`src/rtl/ula_acc_seq.sv`:
```
// Sequential accumulator/controller around an external combinational 4-bit ALU.
// Commands arrive over valid/ready; results and flags leave over a second valid/ready.
module ula_acc_seq #(
  parameter int unsigned CNT_W = 8
) (
  input  logic             clk,
  input  logic             rst,
  input  logic             in_valid,
  output logic             in_ready,
  input  logic [1:0]       in_cmd,
  input  logic [2:0]       in_op,
  input  logic [3:0]       in_b,
  output logic [3:0]       alu_a_out,
  output logic [3:0]       alu_b_out,
  output logic [2:0]       alu_op_out,
  input  logic [3:0]       alu_res_in,
  input  logic             alu_c_in,
  input  logic             alu_v_in,
  input  logic             alu_z_in,
  input  logic             alu_n_in,
  output logic [3:0]       acc_out,
  output logic [3:0]       flags_out,
  output logic             out_valid,
  input  logic             out_ready,
  output logic [CNT_W-1:0] op_count_out
);

  typedef enum logic [1:0] {
    S_IDLE = 2'b00,
    S_EXEC = 2'b01,
    S_DONE = 2'b10
  } state_t;

  typedef enum logic [1:0] {
    CMD_EXEC  = 2'b00,
    CMD_LOAD  = 2'b01,
    CMD_NOP   = 2'b10,
    CMD_CLEAR = 2'b11
  } cmd_t;

  state_t            state_q;
  state_t            state_d;
  cmd_t              cmd_q;
  logic [3:0]        acc_q;
  logic [3:0]        flags_q;
  logic [CNT_W-1:0]  count_q;
  logic [3:0]        alu_a_q;
  logic [3:0]        alu_b_q;
  logic [2:0]        alu_op_q;

  always_ff @(posedge clk) begin
    if (rst) begin
      state_q <= S_IDLE;
    end else begin
      state_q <= state_d;
    end
  end

  // in_ready is additionally gated by rst so it reads 0 throughout reset.
  always_comb begin
    state_d   = state_q;
    in_ready  = 1'b0;
    out_valid = 1'b0;
    unique case (state_q)
      S_IDLE: begin
        in_ready = !rst;
        if (in_valid) state_d = S_EXEC;
      end
      S_EXEC: state_d = S_EXEC == state_q ? S_DONE : S_IDLE;
      S_DONE: begin
        out_valid = 1'b1;
        if (out_ready) state_d = S_IDLE;
      end
      default: state_d = S_IDLE;
    endcase
  end

  always_ff @(posedge clk) begin
    if (rst) begin
      cmd_q    <= CMD_NOP;
      acc_q    <= '0;
      flags_q  <= 4'b0010;
      count_q  <= '0;
      alu_a_q  <= '0;
      alu_b_q  <= '0;
      alu_op_q <= '0;
    end else begin
      unique case (state_q)
        S_IDLE: begin
          if (in_valid) begin
            cmd_q    <= cmd_t'(in_cmd);
            alu_a_q  <= acc_q;
            alu_b_q  <= in_b;
            alu_op_q <= in_op;
          end
        end
        S_EXEC: begin
          unique case (cmd_q)
            CMD_EXEC: begin
              acc_q   <= alu_res_in;
              flags_q <= {alu_c_in, alu_v_in, alu_z_in, alu_n_in};
            end
            CMD_LOAD: begin
              acc_q   <= alu_b_q;
              flags_q <= {2'b00, (alu_b_q == 4'd0), alu_b_q[3]};
            end
            CMD_CLEAR: begin
              acc_q   <= '0;
              flags_q <= 4'b0010;
            end
            default: ;
          endcase
          count_q <= count_q + CNT_W'(1);
        end
        default: ;
      endcase
    end
  end

  assign alu_a_out    = alu_a_q;
  assign alu_b_out    = alu_b_q;
  assign alu_op_out   = alu_op_q;
  assign acc_out      = acc_q;
  assign flags_out    = flags_q;
  assign op_count_out = count_q;

endmodule

```
`config.mk`:
```
export PLATFORM = sky130hd
export DESIGN_NAME = ula_acc_seq
export DESIGN_NICKNAME = d
export VERILOG_FILES = /design/src/rtl/ula_acc_seq.sv
export SDC_FILE = /design/constraint.sdc
export NUM_CORES = 1
export LEC_CHECK = 0
export BUFFER_PORTS_ARGS = -buffer_cell sky130_fd_sc_hd__buf_2
export CAP_MARGIN = 40
export CELL_PAD_IN_SITES_DETAIL_PLACEMENT = 0
export CELL_PAD_IN_SITES_GLOBAL_PLACEMENT = 1
export CORE_MARGIN = 4
export CORE_UTILIZATION = 34
export DETAILED_ROUTE_END_ITERATION = 7
export HOLD_SLACK_MARGIN = 0.03
export PLACE_DENSITY = 0.78
export SYNTH_ARGS = -nofsm -noshare
export SYNTH_HDL_FRONTEND = slang
export SYNTH_SLANG_ARGS = --single-unit
```
`constraint.sdc`:
```
create_clock -name clk -period 1.9 [get_ports clk]
set_input_delay 0.38 -clock clk [delete_from_list [all_inputs] [get_ports clk]]
set_output_delay 0.38 -clock clk [all_outputs]
set_load 0.03 [all_outputs]
```
# Word-level counts from Yosys, hierarchy flattened
# Cells that the tools add are included.
# word_totals
ff_bits,31
in_bits,21
output_inout_bits,29
elab_cells,32
# op_classes
n_addsub,1
n_eq_ne,7
n_mux,8
reduce_logical,8
# ops
operator,n
$pmux 4 s3,2
$add 8x1->8 const B,1
$mux 2,3
$pmux 2 s3,1
$reduce_and 2->1,3
$eq 2x1->1 const B,2
$eq 2x2->1 const B,2
$logic_not 2->1,2
$logic_not 4->1,1
$ne 2x2->1 const B,2
$reduce_bool 3->1,1
$eq 1x2->1 const A,1
$mux 1,2
$logic_not 1->1,1

# Longest topological paths before layout
# Gate-level depths: netlist of run 1.
# logic_depth
depth_word,3
depth_mapped,4
ltp_nobuf,4

# Worst setup path after synthesis of run 1
# No wires, ideal clock.
# synth_timing
kind,register -> output
start,register state_q[0]
end,output in_ready
arrival_ns,1.099
required_ns,1.520
path_slack_ns,0.421
stages_incl_launch_ff,2
path_buffers,0
cell_sequence,dfxtp_1 -> nor3_1
# synth_between
elab_chain_cells,2
# synth_rtl
element,line_no,source
from (decl),41,state_t state_q;
from (signal assigned),55,state_q <= state_d;
$logic_not 2->1,64,unique case (state_q)
$mux 1,64,
to (decl),9,"output logic in_ready,"
# Every way passes these cells.

# Worst setup path in the final report of run 1
# layout_timing
start,register state_q[0]
end,output out_valid
# layout_between
elab_chain_cells,2
# layout_rtl
element,line_no,source
$eq 2x2->1,64,
$mux 1,64,
to (decl),23,"output logic out_valid,"
# Every way passes these cells.

==> results.md, run 1 <==
- Worst Setup End Kind: output pin
- Critical path startpoint: state_q[0]$_SDFFE_PP0P_
- Maximum number of pins on one net before global-route repair: 32
- Max-Slew Margin vs Limit: 0.6790
- Initial DRC Count: 45
- Crit path max fanout: 9
- Pre-antenna DRT Iters: 4
- Clk slew on worst S/H paths: roughly 0.06 ns
- Detail Placement HPWL: about 2400 um
- Critical Path RT: 1.52 ns
- Fmax: 633.9 MHz
- Diode count: 0
- Reg-to-reg setup timing slack: 0.46 ns
- Routed WL: 3354 um
- Internal: ~990 uW
- Arrival @ worst endpoint: 1.20 ns
- Routed len/inst: 13.31 um
- Final TNS setup: 0 ns
- Fin util: 0.4518
- Final slew viol count: 0
- Layout area overhead: 27.22%
- Crit-path cells: and2b_2 > buf_2
- Final worst path period share: 0.8303
- Worst path top cell family by delay: flip-flops
- Register share of total power: 0.519
- Switching Fraction: 0.2745
- Hold slack: 0.3170 ns
- Critical path type: reg -> out
- Clock power frac: 0.336
- # setup viols final: 0
- NetSw: about 380 uW
- Synth Cell Area: 1310 um^2
- Max Cap Viol: 0
- # DRC: 0
- First-pass GRT wire length: 5492 um
- Worst stage delay on the critical path: 0.49 ns
- Startpoint Class: flop
- Worst r2r path cells: 3
- Vias per Instance: 5.075
- Seq/Total Area, Yosys: 0.4737
- Cts bufs inserted: 5
- Share of layout cells above drive strength 1: 0.3235
- Routed Antenna Nets: 0
- Lkg Pwr: 0.7158 nW
- Layer carrying the most global-route usage: met2
- Hold crit path type: in -> reg
- Mapped Nets: about 180
- Starting density of the core: 0.3552
- Die area: 4910 um^2
- TritonCTS clock tree: done
- Clock skew: 0.005129 ns
- Power Density: about 820 nW/um^2
- Synthesis-stage register bit count: 31
- Setup crit end: out_valid
- Crit Reg-Reg Endpoint: op_count_out[7]$_SDFFE_PP0N_
- Buffer depth of the longest clock path: 2
- Clock Root Buffer: clkbuf_8
- Die Y: 70.07 um
- Number of global-route vias before repair: 1270
- IO buf count: 49
- Post-synth cell types: 36
- Final count of hold timing violations: 0
- Boundary Pins: 50
- Maximum vdd ir drop: 0.0003997 V
- Die Span X: 70.07 um
- Post-CTS setup buffers: 0
- Commonest non-fill, non-tap cell in the layout: buf_2
- Unrepaired setup endpoints after global routing: no
- GR Layer Usage met1: 0.1490
- Met2 Use GR: 0.2455
- Gr ovfl total: 0
- Slew @ Worst Pin: 0.4808 ns
- Via Count: about 1300
- Clock sinks: 31
- Outcome: complete, no violations
- Slowest CP cell: dfxtp_1
- WP depth: 2
- Syn Inst Count: 155
- R2R Path Start: state_q[0]$_SDFFE_PP0P_
- Final net count: around 230
- Core area: approximately 3700 um^2
- PostCTS Resize Cnt: 0
- Avg Cell Area, Syn: 8.452 um^2
- Logic pwr share: 0.145
- Clock latency on the worst-skew pair: 0.28 ns
- Most frequent cells in the layout: 49 x buf_2, 31 x dfxtp_1, 30 x nand2_1, 26 x a21oi_1, 7 x nor2_1
- Gr usage total: 0.1394
- GR Layer Usage met3: 0.04892
- YS warnings: 0
- Minimum clock period: roughly 1.6 ns
- CP bufs+invs: 1
- H-tree level count: 2
- Antenna violations before repair: 0
- Global placement routability congestion: between 0.7 and 0.8
- Row Count: 22
- Hold Buf Count CTS: 0
power by group through the flow:
stage / registers, mW / clock network (mW) / logic, mW
floorplan: 0.750 / 0 / 0.103
global placement: 0.723 / 0 / 0.198
CTS: 0.710 / 0.474 / 0.201
detailed placement: 0.724 / 0 / 0.200
global route: 0.715 / 0.498 / 0.219
finish: 0.710 / 0.460 / 0.198
routing by layer:
| layer | up-vias | routed length (um) |
|---|---|---|
| li1 | 647 | - |
| met1 | 581 | 1424 |
| met2 | 45 | 1632 |
| met3 | 6 | 262 |
| met4 | 0 | 35 |
| met5 | - | 0 |
worst min-delay path by stage:
stage | start | end | cells after the start
after global placement | alu_a_out[0]$_SDFFE_PP0P_ | alu_a_out[0]$_SDFFE_PP0P_ | 2
after detailed placement | alu_a_out[0]$_SDFFE_PP0P_ | alu_a_out[0]$_SDFFE_PP0P_ | 2
final | in_cmd[1] | cmd_q[1]$_SDFFE_PP1P_ | 2
after CTS | in_cmd[1] | cmd_q[1]$_SDFFE_PP1P_ | 2
after floorplan | in_cmd[1] | cmd_q[1]$_SDFFE_PP1P_ | 1
after global routing | in_cmd[1] | cmd_q[1]$_SDFFE_PP1P_ | 2
metrics by stage:
stage	cells	setup WS [ns]	instance area [um^2]	power [mW]
after detailed placement	246	0.4707	1594	0.9247
final	252	0.3225	1667	1.369
after CTS	252	0.3197	1667	1.386
after global routing	252	0.2754	1667	1.431
after floorplan	155	0.4211	1310	0.8530
after global placement	246	0.4906	1594	0.9208
flip-flops by register name, summed over array words and instances (netlist names):
signal,count
op_count_out,8
flags_out,4
cmd_q,2
alu_b_out,4
acc_out,4
state_q,2
alu_a_out,4
alu_op_out,3
Yosys cell counts (all sizes together):
| cell | number | area (um^2) |
|---|---|---|
| nand4 | 2 | 12.51 |
| nand3b | 1 | 7.510 |
| o21bai | 3 | 22.52 |
| ha | 1 | 12.51 |
| nor2b | 3 | 18.77 |
| nand2 | 30 | 112.6 |
| mux2 | 1 | 11.26 |
| o221a | 3 | 33.78 |
| and2 | 1 | 6.260 |
| or4 | 2 | 15.01 |
| o21ai | 4 | 20.02 |
| a211oi | 3 | 22.52 |
| nor4 | 1 | 6.260 |
| nand2b | 3 | 21.27 |
| or3b | 2 | 17.52 |
| a211o | 1 | 8.760 |
| dfxtp | 31 | 620.6 |
| nand3 | 2 | 10.01 |
| nor3 | 4 | 20.02 |
| a31oi | 1 | 6.260 |
| nor3b | 1 | 7.510 |
| xnor2 | 2 | 17.52 |
| and2b | 2 | 16.27 |
| or3 | 2 | 13.77 |
| a21oi | 26 | 130.1 |
| nor2 | 7 | 26.28 |
| clkbuf | 5 | 18.77 |
| o31ai | 2 | 15.01 |
| nand4b | 3 | 26.28 |
| inv | 2 | 7.510 |
| buf | 4 | 25.02 |
final cells by class:
type,instances,area [um^2]
clock buffers,6,72.57
fillers,396,2022
inverters,2,7.507
multi-input cells,113,638.1
flip-flops and latches,31,620.6
well taps,48,60.06
repair buffers,52,267.8
kinds of logic (layout without fill, tap and decap cells):
logic type               after synthesis  in the layout  synth area share
flip-flops                            31             31            0.4737
multiplexers                           1              1          0.008595
XOR/XNOR                               2              2           0.01337
AND/OR/NAND/NOR                       66             66            0.2579
AO/OA/AOI/OAI                         43             43            0.1977
adder cells (fa/ha/maj)                1              1          0.009550
buffers and inverters                 11             60           0.03916
Note: power is estimated with default switching activity, not from simulation.
==> inputs of run 2 (changes only) <==
ABC_AREA = 1   (was unset)
CORE_UTILIZATION = 29   (was 34)
PLACE_DENSITY = 0.73   (was 0.78)
clock period = 1.38 ns   (was 1.9 ns; I/O delays follow)
==> results.md, run 2 <==
- Critical path type: reg -> out
- R2R Path Start: cmd_q[0]$_SDFFE_PP0P_
- Boundary Pins: 50
- Final slew viol count: 0
- Post-synth top area share: 0.4950
- Logic pwr share: 0.160
- Maximum number of pins on one net before global-route repair: 26
- Minimum clock period: 1.308 ns
- Clock skew: 0.007033 ns
- Most used DFF post-synth: dfxtp_1
- Switching Fraction: 0.2894
- Total power: 2.028 mW
- Most frequent cells in the layout: 48 x buf_2, 32 x nor2_1, 30 x dfxtp_1, 23 x nand2_1, 21 x o21ai_0
- Die Y: 73.75 um
- Clock sinks: 31
- Clock power frac: 0.354
- Post-synth cell types: 20
- Max reg flops: 8
- Crit path max fanout: 4
- Critical Path RT: 1.10 ns
- Crit-path cells: inv_2 > nand2_1 > nor2_1 > buf_2
- Register share of total power: 0.486
- Die Span X: 73.75 um
- Initial DRC Count: 44
- Global placement routability congestion: 0.7428
- Slew @ Worst Pin: 0.3603 ns
- Synth Cell Area: between 1000 and 1500 um^2
- # setup viols final: 0
- Share of layout cells above drive strength 1: 0.3165
- Avg Cell Area, Syn: 7.552 um^2
- Detail Placement HPWL: 2296 um
- Cts bufs inserted: 5
- Top post-synthesis cells by area: dfxtp_1 50%, nor2_1 9.6%, o21ai_0 8.4%
- Seq/Total Area, Yosys: 0.4950
- Most frequent cell after synthesis: nor2_1
- Routed Antenna Nets: 0
- Number of global-route vias before repair: 1193
- Gr usage total: 0.1244
- Final TNS setup: 0 ns
- Starting density of the core: 0.3068
- Worst Setup End Kind: output pin
- Post-CTS setup buffers: 0
- Syn Inst Count: about 170
- Max-Slew Margin vs Limit: 0.7595
- Vias per Instance: 4.515
- Non-Filler Instances: ~270
- Mapped Nets: 188
- Startpoint Class: flop
- Clock Root Buffer: clkbuf_8
- Hold crit path type: in -> reg
- First-pass GRT wire length: 5078 um
- Synthesis-stage register bit count: 31
- CP bufs+invs: 2
- Final count of hold timing violations: 0
- Internal: roughly 1.4 mW
- Pre-antenna DRT Iters: 4
- YS warnings: 0
- Lkg Pwr: slightly below 0.8 nW
- Fmax: 764.3 MHz
- Worst stage delay on the critical path: 0.34 ns
- Routed len/inst: about 12 um
- TritonCTS clock tree: done
- Critical path startpoint: state_q[0]$_SDFFE_PP0P_
- Setup slack after layout: 0.07164 ns
- Arrival @ worst endpoint: 1.03 ns
- Area leader, netlist: dfxtp_1
- Row Count: 23
- Unrepaired setup endpoints after global routing: no
- Commonest non-fill, non-tap cell in the layout: buf_2
- Power Density: roughly 1200 nW/um^2
- Antenna violations before repair: 0
- Ys async rst share: 0
- Clk slew on worst S/H paths: ~0.060 ns
- Worst path top cell family by delay: flip-flops
- H-tree level count: 2
- Diode count: 0
- Routed WL: 3123 um
- Maximum vdd ir drop: about 0.00049 V
- Hold Buf Count CTS: 0
- Layout area overhead: 30.54%
- Max Cap Viol: 0
- Buffer depth of the longest clock path: 2
- Placed instance count: around 260
- Post-place setup slack: 0.2064 ns
- Core area: 4086 um^2
- Outcome: complete, no violations
- NetSw: 587.0 uW
- Gr ovfl total: 0
- Final worst path period share: 0.9481
- Min-delay src: in_cmd[1]
- IO buf count: a little under 50
- Synth top cells by count: 32 x nor2_1, 31 x dfxtp_1, 23 x nand2_1, 21 x o21ai_0, 20 x a21oi_1
- Post-synth EDFFs: 0
- Slowest CP cell: dfxtp_1
- # DRC: 0
- Via Count: roughly 1200
- Final net count: 240
- Clock latency on the worst-skew pair: 0.28 ns
- Die area: 5439 um^2
-- run 2: worst register-to-register path: stages, from the launching register on --
cell and delay (ns):
dfxtp_1 0.40, inv_2 0.13, nor2_1 0.26, nand2_1 0.13
nand3_1 0.10, nand2_1 0.05
-- run 2: cell type report --
cell class / instances / area [um^2]
clock inverters: 1 / 5.005
multi-input cells: 115 / 553.0
clock buffers: 6 / 82.58
well taps: 50 / 62.56
repair buffers: 50 / 255.2
fillers: 463 / 2450
inverters: 15 / 56.30
flip-flops and latches: 31 / 621.8
-- run 2: per-stage QoR --
stage | utilization | instance area, um^2 | hold slack (ns)
after global routing | 0.4005 | 1637 | 0.2334
final | 0.4005 | 1637 | 0.2251
after CTS | 0.4002 | 1635 | 0.2133
after detailed placement | 0.3781 | 1545 | 0.4557
after floorplan | - | 1254 | 0.4064
after global placement | 0.3781 | 1545 | 0.4584
-- run 2: power by group through the flow --
stage / registers [mW] / logic, mW / clock network [mW]
after floorplan: 1.09 / 0.137 / 0
after global placement: 1.01 / 0.330 / 0
after detailed placement: 1.01 / 0.329 / 0
after CTS: 0.987 / 0.331 / 0.747
after global routing: 0.994 / 0.359 / 0.792
final: 0.987 / 0.324 / 0.717
-- run 2: repair_timing --
action	4_1_cts	5_1_grt
pin swaps	0	0
gates resized for setup	1	1
endpoints found under the setup margin	1	1
-- run 2: final timing paths --
path                                    end  slack [ns]  depth (start not counted)
hold reg to reg   flags_out[2]$_SDFFE_PP0P_        0.46                          2
setup / recovery                   in_ready        0.07                          4
hold / removal        cmd_q[1]$_SDFFE_PP1P_        0.23                          3
setup reg to reg  flags_out[1]$_SDFFE_PP1P_        0.21                          5
-- run 2: cell families after synthesis --
family / Yosys count / synth area share
compound gates: 44 / 0.1896
simple gates: 70 / 0.2415
flops: 31 / 0.4950
fa+ha+maj: 1 / 0.009978
buf+inv: 20 / 0.06387
-- run 2: metal layers --
metal  vias up  track usage  wire length, um
li1        644            -                -
met1       523       0.1389             1447
met2        37       0.1969             1310
met3         6      0.06430              311
met4         0      0.05433               54
met5         -            0                0
==> inputs of run 3 (changes only) <==
--- a/config.mk
+++ b/config.mk
@@ -14,4 +14,5 @@
 export CORE_UTILIZATION = 29
 export DETAILED_ROUTE_END_ITERATION = 7
+export GPL_TIMING_DRIVEN = 0
 export HOLD_SLACK_MARGIN = 0.03
 export PLACE_DENSITY = 0.73
==> constraint.sdc (replaced) <==
create_clock -name clk -period 1.38 [get_ports clk]
set_input_delay 0.207 -clock clk [delete_from_list [all_inputs] [get_ports clk]]
set_output_delay 0.207 -clock clk [all_outputs]
set_load 0.03 [all_outputs]
==> results.md, run 3 (same netlist as run 2, synthesis figures left out) <==
- Register share of total power: 0.471
- Antenna violations before repair: 0
- Crit-path cells: inv_2 > nor2_1 > clkbuf_4
- TritonCTS clock tree: done
- Power Density: 1263 nW/um^2
- H-tree level count: 2
- Non-Filler Instances: 272
- Number of global-route vias before repair: between 1000 and 1500
- IO buf count: 48
- Filler cells: 455
- Final count of hold timing violations: 0
- FF+latch area: 621.8 um^2
- Arrival @ worst endpoint: ~1.1 ns
- Hold Buf Count CTS: 0
- Commonest non-fill, non-tap cell in the layout: buf_2
- Hold crit path type: in -> reg
- Pre-antenna DRT Iters: 4
- Max-Slew Margin vs Limit: 0.7512
- NetSw: just under 600 uW
- Logic pwr share: 0.158
- Final TNS setup: 0 ns
- Buffer depth of the longest clock path: 2
- # setup viols final: 0
- Die Span X: ~74 um
- Minimum clock period: 1.253 ns
- Unrepaired setup endpoints after global routing: no
- Layout area overhead: 32.43%
- Initial DRC Count: 57
- Startpoint Class: flop
- Via Count: 1232
- Boundary Pins: 50
- Worst stage delay on the critical path: 0.36 ns
- Outcome: complete, no violations
- Final net count: 243
- Maximum vdd ir drop: 0.0005451 V
- Gr usage total: 0.1304
- Worst Setup End Kind: output pin
- Gr ovfl total: 0
- Starting density of the core: 0.3068
- Routed WL: between 3000 and 4000 um
- Routed Antenna Nets: 0
- Most frequent cells in the layout: 51 x buf_2, 32 x nor2_1, 30 x dfxtp_1, 23 x nand2_1, 21 x o21ai_0
- Diode count: 0
- Detail Placement HPWL: 2413 um
- Fin util: 0.4063
- Clock power frac: 0.371
- Die Y: between 70 and 80 um
- Row Count: 23
- Share of layout cells above drive strength 1: 0.3198
- Internal: 1.507 mW
- Clock sinks: 31
- Routed len/inst: 11.79 um
- Maximum number of pins on one net before global-route repair: 11
- Cts bufs inserted: 5
- Max Cap Viol: 0
- Global placement routability congestion: 0.7760
- Die area: 5439 um^2
- Critical Path RT: 1.17 ns
- Hold slack: roughly 0.16 ns
- Core area: around 4100 um^2
- Clk slew on worst S/H paths: approximately 0.06 ns
- Placed instance count: approximately 260
- First-pass GRT wire length: 5230 um
- Vias per Instance: approximately 4.5
- Final slew viol count: 0
- Multi-input logic area: between 500 and 600 um^2
- Slew @ Worst Pin: 0.3731 ns
- Fmax: between 700 and 800 MHz
- Slowest CP cell: dfxtp_2
- Lkg Pwr: 0.8028 nW
- Final instance area: between 1500 and 2000 um^2
- Final worst path period share: 0.9081
- Critical path type: reg -> out
- Clock skew: around 0.002 ns
- Post-DP Area: between 1500 and 2000 um^2
- # DRC: 0
- Max reg flops: 8
- Clock latency on the worst-skew pair: 0.28 ns
- Clock Root Buffer: clkbuf_8
- Crit path max fanout: 5
- Switching Fraction: 0.2812
run 3: changes by cell type in the layout (fill, tap and decap cells not counted):
cell      change
buf_2         +3
buf_4         -2
clkbuf_1      +2
clkbuf_4      +1
clkbuf_8      +1
clkinv_2      -1
run 3: critical path, delay by kind of cell (launching register included):
kind                   cells  cell delay (ns)
buffers and inverters      2             0.28
flip-flops                 1             0.36
AND/OR/NAND/NOR            1             0.13
run 3: repair_timing:
item | CTS | global route
buffers inserted | 0 | 0
setup endpoints to repair | 0 | 1
gates resized for setup | 0 | 2
run 3: power groups by stage:
| stage | sequential, mW | combinational (mW) | clock [mW] |
|---|---|---|---|
| 2_1_floorplan | 1.09 | 0.137 | 0 |
| 3_3_place_gp | 1.01 | 0.333 | 0 |
| 3_5_place_dp | 1.01 | 0.336 | 0 |
| 4_1_cts | 0.987 | 0.336 | 0.807 |
| 5_1_grt | 0.995 | 0.367 | 0.839 |
| 6_report | 0.987 | 0.332 | 0.778 |
run 3: layout make-up:
class	count	share of cell area
Inverter	15	0.03391
Tap cell	50	0.03768
Clock buffer	8	0.06029
Buffer	5	0.01432
Multi-Input combinational cell	115	0.3331
Timing Repair Buffer	48	0.1462
Sequential cell	31	0.3745
run 3: path summary, 6_finish.rpt:
kind                                           startpoint                         to  slack (ns)  cells past startpoint
worst max-delay path              state_q[1]$_SDFFE_PP0P_                  out_valid        0.13                      3
worst min-delay path                            in_cmd[1]      cmd_q[1]$_SDFFE_PP1P_        0.16                      3
worst max register to register    state_q[1]$_SDFFE_PP0P_      cmd_q[1]$_SDFFE_PP1P_        0.18                      6
worst min register to register  flags_out[3]$_SDFFE_PP0P_  flags_out[3]$_SDFFE_PP0P_        0.46                      2
run 3: layer usage:
metal	track usage	part of all wire
met2	0.1870	0.42
met5	0	0
met4	0.05433	0.019
met3	0.05746	0.094
met1	0.1690	0.47
run 3: stage by stage:
| step | setup slack, ns | total power [mW] |
|---|---|---|
| 6_report | 0.1269 | 2.097 |
| 3_5_place_dp | 0.1728 | 1.341 |
| 3_3_place_gp | 0.1721 | 1.340 |
| 4_1_cts | 0.05304 | 2.130 |
| 2_1_floorplan | 0.1849 | 1.225 |
| 5_1_grt | 0.03316 | 2.201 |
